[src/rtl/build_wr_data_packer_pkg.sv]
`default_nettype none
// ============================================================================
// build_wr_data_packer_pkg
// Shared pixel/beat geometry for the DDR write-path packer.
// Revision: 1.0  initial release
// ============================================================================
package build_wr_data_packer_pkg;

    localparam int IN_W   = 16;
    localparam int OUT_W  = 128;
    localparam int NWORDS = OUT_W / IN_W;
    localparam int IDX_W  = $clog2(NWORDS);

    typedef logic [IN_W-1:0] pixel_t;

endpackage : build_wr_data_packer_pkg
`default_nettype wire

[src/rtl/build_wr_data_packer.sv]
`default_nettype none
// ============================================================================
// build_wr_data_packer
// Packs 16-bit pixels into 128-bit beats; tuser_out flags the first beat of a frame.
// Revision: 1.0  initial release
// ============================================================================
module build_wr_data_packer
    import build_wr_data_packer_pkg::*;
(
    input  logic             clk_in,
    input  logic             rst_in,
    input  logic             valid_in,
    output logic             ready_in,
    input  pixel_t           data_in,
    input  logic             newframe_in,
    output logic             valid_out,
    input  logic             ready_out,
    output logic [OUT_W-1:0] data_out,
    output logic             tuser_out
);

    localparam logic [IDX_W-1:0] C_LAST_IDX = IDX_W'(NWORDS - 1);

    logic [IDX_W-1:0]             r_idx;
    logic                         r_frame;
    logic [NWORDS-2:0][IN_W-1:0]  r_acc;
    logic                         r_valid;
    logic [OUT_W-1:0]             r_data;
    logic                         r_tuser;

    logic w_accept;
    logic w_load;

    // Only the final word of a beat can collide with a beat still held downstream.
    assign ready_in = !(r_valid && !ready_out && (r_idx == C_LAST_IDX));
    assign w_accept = valid_in && ready_in;
    assign w_load   = w_accept && !newframe_in && (r_idx == C_LAST_IDX);

    // Index counter, frame flag and accumulator.
    always_ff @(posedge clk_in or posedge rst_in) begin
        if (rst_in) begin
            r_idx   <= '0;
            r_frame <= 1'b0;
            r_acc   <= '0;
        end else if (w_accept) begin
            if (newframe_in || (r_idx == '0)) begin
                // A frame start restarts the beat; any partial beat is dropped.
                r_acc[0] <= data_in;
                r_frame  <= newframe_in;
                r_idx    <= IDX_W'(1);
            end else if (r_idx == C_LAST_IDX) begin
                r_idx <= '0;
            end else begin
                r_acc[r_idx] <= data_in;
                r_idx        <= r_idx + 1'b1;
            end
        end
    end

    // Output register and downstream handshake; a fresh load beats a clear.
    always_ff @(posedge clk_in or posedge rst_in) begin
        if (rst_in) begin
            r_valid <= 1'b0;
            r_data  <= '0;
            r_tuser <= 1'b0;
        end else if (w_load) begin
            r_valid <= 1'b1;
            r_data  <= {data_in, r_acc};
            r_tuser <= r_frame;
        end else if (r_valid && ready_out) begin
            r_valid <= 1'b0;
        end
    end

    assign valid_out = r_valid;
    assign data_out  = r_data;
    assign tuser_out = r_tuser;

endmodule : build_wr_data_packer
`default_nettype wire

[config.mk]
export PLATFORM = sky130hd
export DESIGN_NAME = build_wr_data_packer
export DESIGN_NICKNAME = d
export VERILOG_FILES = /design/src/rtl/build_wr_data_packer_pkg.sv /design/src/rtl/build_wr_data_packer.sv
export SDC_FILE = /design/constraint.sdc
export NUM_CORES = 1
export LEC_CHECK = 0
export CAP_MARGIN = 20
export CORE_ASPECT_RATIO = 0.9
export CORE_MARGIN = 2
export CORE_UTILIZATION = 40
export CTS_CLUSTER_DIAMETER = 50
export CTS_CLUSTER_SIZE = 24
export DETAILED_ROUTE_END_ITERATION = 6
export PLACE_DENSITY = 0.69
export RECOVER_POWER = 25
export REMOVE_ABC_BUFFERS = 1
export SLEW_MARGIN = 30
export SYNTH_ARGS = -nofsm -noshare
export SYNTH_HDL_FRONTEND = slang
export SYNTH_SLANG_ARGS = --single-unit
[constraint.sdc]
create_clock -name clk_in -period 10.6 [get_ports clk_in]
set_clock_uncertainty 0.05 [all_clocks]
set_input_delay 2.12 -clock clk_in [delete_from_list [all_inputs] [get_ports clk_in]]
set_output_delay 2.12 -clock clk_in [all_outputs]
set_load 0.01 [all_outputs]
==> reports/qor.txt <==
First-pass GRT wire length: 30100 um
Outcome: completed
DP Wirelength: 11600 um
Least-Margin Pin Slew: 0.936 ns
CTS Hold Buffers Added: 0
RSZ-0062 raised after global routing: no
CP Capture Type: primary output
CP Launch Type: primary input
Hold Vio Cnt, Final: 0
Syn avg cell area: 17.1 sq um
Vias/cell: 4.97
Leak: 5.56 nW
Pre-CTS setup slack: 4.99 ns
Initial core utilization: 0.404
Yosys warnings: 0
Post-CTS resize count: 0
Max-slew headroom: 0.376
Hold crit path type: reg -> reg
Max-cap viol count: 0
Kind of critical path: in -> out
Gr ovfl total: 0
Area growth from synthesis to layout: 28.7%
Pin count of the biggest net entering global routing: 161
DRT antenna net count: 0
Final setup fails: 0
Setup TNS: 0 ns
Chip Width: 165 um
Most instantiated cells after synthesis: dfrtp_1, mux2_2, buf_2
Gpl congestion: 0.730
Die area: 24600 sq um
Rows: 53
1st-iter DRT viols: 232
Synth top area cells: dfrtp_1, mux2_2, buf_2, buf_6, mux2_1
Reg area: 6160 sq um
TritonCTS clock tree: built
Peak supply drop: 0.151 mV
Htree depth: 1
Layout cell share with drive strength beyond 1: 0.412
Clock transition at path regs: 0.07 ns
Top-count cell post-synth: dfrtp_1
Worst-Skew Late Latency: 0.52 ns
Fmax achieved: 172 MHz
IO Count: 152
Seq cells post-synth: 246
Core Region: 23100 sq um
DR vias: 5110
All-Layer GR Usage: 0.156
Netlist cell types: 29
Final Worst Setup Slack: 4.78 ns
Area taken by multi-input logic gates: 3020 sq um
CTS Buf Count: 26
Sequential share of the synthesized area: 0.659
Final min period: 5.82 ns
Critical Path AT: 3.65 ns
Wirelength, routed: 18900 um
Avg WL per Cell: 18.4 um
Chip height: 149 um
Fin. max-slew vios: 0
Postcts setup bufs: 0
Antenna Cells: 0
Post-Syn Area: 9350 sq um
Final period util: 0.549
Deepest clock path buffer count: 3
Fillcell total: 1868
Initial antenna violation count: 0
Power Dens Cells: 281 nW/um^2
Max FO, Critical Path: 10
Ys flop type: dfrtp_1
Drc violations: 0
Post-synth top area share: 0.659
First-pass DRT Iterations: 4
Post-Synthesis Cells: 548
Largest area contributor in the netlist: dfrtp_1
Num Clock Sinks: 246
Vias in the first global route: 5415
Async set-reset flop share out of synthesis: 1.00
Number of port buffers: 151
Fin nets: 730
Worst path required time: 8.43 ns
EDFF count, synth: 0
CTS Root Cell: clkbuf_16
==> cell families after synthesis <==
family	Yosys count	synth area share
AO/OA/AOI/OAI	8	0.00803
adder cells (fa/ha/maj)	3	0.00402
multiplexers	241	0.290
AND/OR/NAND/NOR	21	0.0205
flip-flops	246	0.659
buffers and inverters	29	0.0186
==> layout by cell type, fill, tap and decap left out, drive strengths merged <==
cell,instances
nor2b,2
nor2,3
mux2,241
clkdlybuf4s50,149
clkinv,10
nand2b,2
inv,12
and3,1
nand2,3
nor4,1
nand3b,1
and4bb,1
nand3,4
nand4b,1
a31oi,3
clkbuf,28
o311ai,1
buf,4
a21oi,2
ha,3
a41o,1
nor3,1
nor4b,1
dfrtp,246
a32o,1
dlygate4sd3,2
bufinv,2
==> final cells by class <==
cell class              count  area share
flip-flops and latches    246       0.512
multi-input cells         273       0.251
repair buffers            155       0.128
clock buffers              28      0.0555
well taps                 302      0.0314
clock inverters            20      0.0198
inverters                   4     0.00229
==> critical path: stages <==
cell	delay, ns
dlygate4sd3_1	0.54
nand3b_1	0.39
clkdlybuf4s50_1	0.60
==> per-stage QoR <==
stage | total power, mW | cell area (sq um) | hold slack, ns | util | cells
finish | 3.38 | 12000 | 0.444 | 0.520 | 1028
global route | 3.57 | 12000 | 0.461 | 0.520 | 1028
CTS | 3.43 | 12000 | 0.451 | 0.520 | 1028
detailed placement | 2.48 | 11100 | 0.432 | 0.481 | 980
global placement | 2.43 | 11100 | 0.421 | 0.480 | 980
floorplan | 1.96 | 9190 | 0.410 | - | 523
==> flip-flops by register name, indices dropped and copies added (netlist names) <==
name,flops
data_out,128
r_frame,1
valid_out,1
tuser_out,1
r_idx,3
r_acc,112
==> power breakdown <==
group          switching, mW  internal, mW
clock                  0.402         0.527
sequential             0.199          1.31
combinational          0.331         0.610
total                  0.933          2.45
==> metal layers <==
layer,routed length (um),GRT usage,up-vias
li1,-,-,2282
met1,8390,0.210,2666
met2,8940,0.251,131
met3,1140,0.0431,31
met4,426,0.0409,0
met5,0,0,-
==> worst paths after layout <==
check                                 startpoint  slack, ns  cells past startpoint                        to
min in group asynchronous                 rst_in       2.25                      2   data_out[6]$_DFFE_PP0P_
setup / recovery                       ready_out       4.78                      3                  ready_in
setup reg to reg            r_idx[0]$_DFFE_PP0N_       7.88                      5     r_acc[23]$_DFFE_PP0P_
max in group asynchronous                 rst_in       6.99                      3     r_acc[87]$_DFFE_PP0P_
hold reg to reg            r_acc[64]$_DFFE_PP0P_       0.44                      1  data_out[64]$_DFFE_PP0P_
hold / removal             r_acc[64]$_DFFE_PP0P_       0.44                      1  data_out[64]$_DFFE_PP0P_
(Power assumes the default switching activity.)
